File: config.mk
export PLATFORM = sky130hd
export DESIGN_NAME = mmio_uart_tx_fifo
export DESIGN_NICKNAME = d
export VERILOG_FILES = /design/src/rtl/mmio_uart_tx_fifo.sv
export SDC_FILE = /design/constraint.sdc
export NUM_CORES = 1
export LEC_CHECK = 0
export CAP_MARGIN = 40
export CORE_UTILIZATION = 49
export DETAILED_ROUTE_END_ITERATION = 7
export GPL_TIMING_DRIVEN = 0
export MAX_ROUTING_LAYER = met4
export PLACE_DENSITY = 0.83
export SYNTH_ARGS = -nofsm -noshare
export SYNTH_HDL_FRONTEND = slang
export SYNTH_SLANG_ARGS = --single-unit
File: constraint.sdc
create_clock -name clk -period 3.65 [get_ports clk]
set_input_delay 0.365 -clock clk [delete_from_list [all_inputs] [get_ports clk]]
set_output_delay 0.365 -clock clk [all_outputs]
set_load 0.02 [all_outputs]
File: src/rtl/mmio_uart_tx_fifo.sv
`default_nettype none
// ============================================================================
// Module   : mmio_uart_tx_fifo
// Summary  : Buffered 8N1 UART transmitter on an MMIO req/resp command port.
//            Writes push a byte into a circular FIFO in a single cycle; a
//            transmitter FSM drains the FIFO onto uart_tx. Reads return a
//            status word (busy/full/empty/count).
// Revision : 1.0 - initial release
// ============================================================================
module mmio_uart_tx_fifo #(
    parameter int FMAX_MHz = 27,
    parameter int BAUD     = 115200,
    parameter int DEPTH    = 16
) (
    input  logic        clk,
    input  logic        reset,
    output logic        uart_tx,
    output logic        req_ready,
    input  logic        req_valid,
    input  logic [31:0] req_addr,
    input  logic        req_wen,
    input  logic [31:0] req_wdata,
    output logic        resp_valid,
    output logic [31:0] resp_rdata
);

    localparam int c_CLKS_PER_BIT = (FMAX_MHz * 1_000_000) / BAUD;
    localparam int c_AW           = $clog2(DEPTH);
    localparam int c_CNT_W        = (c_CLKS_PER_BIT > 1) ? $clog2(c_CLKS_PER_BIT) : 1;

    localparam logic [c_AW:0]      c_DEPTH_CNT = (c_AW + 1)'(DEPTH);
    localparam logic [c_CNT_W-1:0] c_CNT_LAST  = c_CNT_W'(c_CLKS_PER_BIT - 1);

    typedef enum logic [1:0] {
        S_IDLE  = 2'd0,
        S_START = 2'd1,
        S_DATA  = 2'd2,
        S_STOP  = 2'd3
    } tx_state_e;

    // ------------------------------------------------------------------------
    // FIFO storage and bookkeeping
    // ------------------------------------------------------------------------
    logic [7:0]      mem_q [DEPTH];
    logic [c_AW-1:0] wptr_q;
    logic [c_AW-1:0] rptr_q;
    logic [c_AW:0]   count_q;
    logic [c_AW:0]   count_d;

    logic w_full;
    logic w_empty;
    logic w_push;
    logic w_pop;
    logic w_rd;
    logic w_busy;

    // Register-offset and the unused upper write-data bits carry no meaning.
    logic w_unused_bits;
    assign w_unused_bits = ^{req_addr, req_wdata[31:8]};

    // ------------------------------------------------------------------------
    // Transmitter state
    // ------------------------------------------------------------------------
    tx_state_e          state_q, state_d;
    logic [c_CNT_W-1:0] clk_cnt_q, clk_cnt_d;
    logic [2:0]         bit_cnt_q, bit_cnt_d;
    logic [7:0]         shift_q, shift_d;
    logic               tx_q, tx_d;
    logic               w_bit_done;

    // ------------------------------------------------------------------------
    // Response path
    // ------------------------------------------------------------------------
    logic        resp_valid_q;
    logic [31:0] resp_rdata_q;
    logic [31:0] w_status;

    assign w_full  = (count_q == c_DEPTH_CNT);
    assign w_empty = (count_q == '0);
    assign w_busy  = (state_q != S_IDLE) || !w_empty;

    // Writes wait on a full FIFO; reads wait only on the response cycle.
    assign req_ready = req_wen ? !w_full : !resp_valid_q;

    assign w_push = req_valid && req_ready && req_wen;
    assign w_rd   = req_valid && req_ready && !req_wen;

    assign w_status = {16'd0, 8'(count_q), 5'd0, w_empty, w_full, w_busy};

    assign w_bit_done = (clk_cnt_q == c_CNT_LAST);

    assign uart_tx    = tx_q;
    assign resp_valid = resp_valid_q;
    assign resp_rdata = resp_rdata_q;

    // Occupancy: a simultaneous push and pop cancel out.
    always_comb begin
        count_d = count_q;
        case ({w_push, w_pop})
            2'b10:   count_d = count_q + (c_AW + 1)'(1);
            2'b01:   count_d = count_q - (c_AW + 1)'(1);
            default: count_d = count_q;
        endcase
    end

    // Pointer and count registers; reset discards the FIFO contents.
    always_ff @(posedge clk) begin
        if (reset) begin
            wptr_q  <= '0;
            rptr_q  <= '0;
            count_q <= '0;
        end else begin
            if (w_push) begin
                wptr_q <= wptr_q + c_AW'(1);
            end
            if (w_pop) begin
                rptr_q <= rptr_q + c_AW'(1);
            end
            count_q <= count_d;
        end
    end

    // Storage array; validity is tracked purely by the pointers.
    always_ff @(posedge clk) begin
        if (w_push) begin
            mem_q[wptr_q] <= req_wdata[7:0];
        end
    end

    // Transmitter next-state: line level follows the current state, so the
    // registered uart_tx trails the FSM by one cycle.
    always_comb begin
        state_d   = state_q;
        clk_cnt_d = clk_cnt_q;
        bit_cnt_d = bit_cnt_q;
        shift_d   = shift_q;
        tx_d      = 1'b1;
        w_pop     = 1'b0;
        case (state_q)
            S_IDLE: begin
                tx_d = 1'b1;
                if (!w_empty) begin
                    w_pop     = 1'b1;
                    shift_d   = mem_q[rptr_q];
                    bit_cnt_d = '0;
                    clk_cnt_d = '0;
                    state_d   = S_START;
                end
            end
            S_START: begin
                tx_d = 1'b0;
                if (w_bit_done) begin
                    clk_cnt_d = '0;
                    state_d   = S_DATA;
                end else begin
                    clk_cnt_d = clk_cnt_q + c_CNT_W'(1);
                end
            end
            S_DATA: begin
                tx_d = shift_q[0];
                if (w_bit_done) begin
                    clk_cnt_d = '0;
                    shift_d   = {1'b0, shift_q[7:1]};
                    bit_cnt_d = bit_cnt_q + 3'd1;
                    if (bit_cnt_q == 3'd7) begin
                        state_d = S_STOP;
                    end
                end else begin
                    clk_cnt_d = clk_cnt_q + c_CNT_W'(1);
                end
            end
            S_STOP: begin
                tx_d = 1'b1;
                if (w_bit_done) begin
                    clk_cnt_d = '0;
                    state_d   = S_IDLE;
                end else begin
                    clk_cnt_d = clk_cnt_q + c_CNT_W'(1);
                end
            end
            default: begin
                state_d = S_IDLE;
            end
        endcase
    end

    // Transmitter state register and registered serial output (idle high).
    always_ff @(posedge clk) begin
        if (reset) begin
            state_q   <= S_IDLE;
            clk_cnt_q <= '0;
            bit_cnt_q <= '0;
            shift_q   <= '0;
            tx_q      <= 1'b1;
        end else begin
            state_q   <= state_d;
            clk_cnt_q <= clk_cnt_d;
            bit_cnt_q <= bit_cnt_d;
            shift_q   <= shift_d;
            tx_q      <= tx_d;
        end
    end

    // Status capture: one-cycle valid pulse, data held until the next read.
    always_ff @(posedge clk) begin
        if (reset) begin
            resp_valid_q <= 1'b0;
            resp_rdata_q <= '0;
        end else begin
            resp_valid_q <= w_rd;
            if (w_rd) begin
                resp_rdata_q <= w_status;
            end
        end
    end

endmodule
`default_nettype wire
==> impl_metrics.toml <==
[status]
run_status = "complete, but fails checks"
violations = "design-rule violations"

[critical_path]
crit_buf_inv = 3
end_kind = "flip-flop"
cp_max_fo = 10
critPathSlowestCell = "or4_4"
timing.rr.start = "count_q[2]"
cpPeakStageDelay_ps = 530
critPathTopFamily = "simple AND/OR/NAND/NOR gates"
critical_path_arrival_ps = 3690
critical_path.cell_chain = "buf_2, or4_4, o21a_1, clkbuf_1, ha_1, clkbuf_1, xor2_1, ha_1, a211o_1, nand2_1, nand3b_1, a31oi_1, mux2_2"
required_ps = 3970
critPathKind = "flip-flop to flip-flop"
crit_start = "count_q[2]"
start_kind = "flip-flop"

[clocking]
cts_tree = "built"
ctsHoldBuffers = 0
cts-root-buf = "clkbuf_16"
clockBufferDepth = 2
clkSlewWorstSetupHoldPaths_ps = 70
cts-resized-gates = 0
post_cts_buffers = 0
cts_sinks = 176
numCtsBuffers = 17
insertion_delay_ps = 430
htreeDepth = 4

[pwr]
p_sw_share_pct = 32.9
p_seq_share_pct = 39.6
pwr-share-comb_pct = 30.6
cellLeakagePower_nw = 2.97
p_per_area_nw_per_um2 = 697
ir_drop_v = 0.000557
power_switching_mw = 1.96
total_power_mw = 5.97
p_int_mw = 4.01
clkPwrFrac_pct = 29.8

[timing]
finalHoldViolations = 0
fin_crit_sh_pct = 92.4
fmax_mhz = 297
min_period_ps = 3370
slew_headroom_pct = 48.7
setup_tns_ps = 0
worst_pin_slew_ps = 766
finalMaxSlewViolations = 0
rsz0062_at_grt = "no"
clock_skew_ps = 8.16
setup_viol = 0

[synthesis]
synth_flop_cell = "edfxtp_1"
yosysWarnings = 0
synth.top_cells.by_area = "edfxtp_1, dfxtp_1, mux4_2"
synth_edf_count = 128
ys_seq_area_share_pct = 64.7
synth_top_area_share_pct = 51.7
synthCells = 515
synth.top_cells.by_count = "edfxtp_1, dfxtp_1, nor2_1, mux4_2, buf_4"
async_reset_ff_share_pct = 0
syn_area_per_cell_um2 = 14.4
synth-seq-cells = 176
synth.most_common_cell = "edfxtp_1"
synth.largest_area_cell = "edfxtp_1"
synth_cell_types = 54
syn_area_um2 = 7430

[layout]
syn2layout_area_growth_pct = 15.3
num_antenna_cells = 0
fill_cells = 1074
drive_gt1_share_pct = 17.3
nets = 668

[drt]
drc = 10
wire_per_inst_um = 19.0
drt_first_pass_iters = 8
finalWirelength_mm = 14.8
initialDrtViolationCount = 407
num_vias = 4392
viasPerCell = 5.64
ant_nets = 0

[min_path]
hp-class = "input port to flip-flop"
hp-start = "reset"

[global_routing]
grt_pass1_vias = 4515
grt_max_degree = 18
antenna_found_initial = 0
track_usage_pct = 20.6
grt.overflow.total = 0
grt_pass1_wl_mm = 23.7

[die]
fp.dieArea_um2 = 15700
core_area_um2 = 14600
rows = 44
io_pins = 103
dieWidth_um = 125
die_y_um = 125
start_util_pct = 50.7

[placement]
routabilityCongestion = 0.815
dp_hpwl_mm = 9.94
io_buffers = 21

[run]
drv_cap = 0
-- worst paths after layout --
kind,cells past startpoint,slack [ps],to
worst max-delay path,13,280,count_q[4]
worst max register to register,13,280,count_q[4]
worst min register to register,2,480,resp_rdata[1]
worst min-delay path,2,370,count_q[3]
-- per-stage QoR --
stage	setup WS (ps)	instance area [µm²]	std cells	utilization [%]	hold slack, ps
after floorplan	603	7520	538	-	447
after global placement	152	7960	743	54.3	462
after detailed placement	4.77	7990	747	54.5	467
after CTS	66.3	8560	779	58.4	348
after global routing	71.2	8570	779	58.5	422
final	278	8570	779	58.5	367
-- flip-flops by register name, summed over array words and instances (netlist names), named ones only --
| name | flops |
|---|---|
| uart_tx | 1 |
| rptr_q | 4 |
| clk_cnt_q | 8 |
| resp_valid | 1 |
| mem_q | 128 |
| resp_rdata | 8 |
| count_q | 5 |
| state_q | 2 |
| bit_cnt_q | 3 |
| wptr_q | 4 |
| shift_q | 8 |
-- layout make-up --
type	instances	area [µm²]	share of cell area [%]
sequential	176	4800	56.1
multi-input combinational	302	2380	27.8
clock buffer	17	425	4.97
buffer	51	310	3.62
timing repair buffer	25	238	2.77
tap	184	230	2.69
clock inverter	15	146	1.71
inverter	9	33.8	0.394
-- kinds of logic (layout without fill, tap and decap cells) --
group | after synthesis | in the layout | synth area share, %
xor+xnor | 10 | 10 | 1.18
mux | 49 | 49 | 11.0
compound gates | 83 | 83 | 7.49
buf+inv | 60 | 117 | 4.63
simple gates | 118 | 118 | 7.96
flops | 176 | 176 | 64.7
other cells | 1 | 24 | 0.0505
fa+ha+maj | 18 | 18 | 3.03
-- routing by layer --
metal	track usage [%]	routed length, µm	vias up
met5	-	0	-
met4	7.96	322	0
met3	4.11	743	28
met2	33.5	7280	159
met1	25.5	6420	2161
li1	-	-	2044
-- power groups by stage --
stage	clock, mW	combinational, mW	sequential [mW]
2_1_floorplan	0	1.36	2.40
3_3_place_gp	0	1.70	2.40
3_5_place_dp	0	1.79	2.40
4_1_cts	1.80	1.81	2.36
5_1_grt	1.87	1.98	2.38
6_report	1.78	1.83	2.37
-- cell usage in the layout, fill, tap and decap left out, types with 3 or more instances in the layout --
cell / netlist / layout
edfxtp_1: 128 / 128
dfxtp_1: 48 / 48
nor2_1: 47 / 47
buf_4: 25 / 28
mux4_2: 26 / 26
conb_1: 1 / 24
mux2i_1: 22 / 22
a21oi_1: 23 / 22
clkdlybuf4s50_1: 0 / 21
nand2_1: 18 / 18
ha_1: 18 / 18
clkbuf_16: 0 / 17
clkbuf_1: 14 / 14
o21ai_0: 12 / 12
buf_2: 8 / 9
inv_1: 9 / 9
and3_1: 9 / 9
xor2_1: 8 / 8
nand3_1: 7 / 7
o21ai_1: 7 / 7
a2bb2oi_1: 7 / 7
a221o_1: 7 / 7
o221ai_1: 7 / 7
nand2b_1: 6 / 6
nor2b_1: 6 / 6
inv_6: 0 / 6
nor3_1: 5 / 5
nor3b_1: 4 / 4
or3_1: 3 / 3
nand4_1: 3 / 3
inv_8: 0 / 3
(Power assumes the default switching activity.)
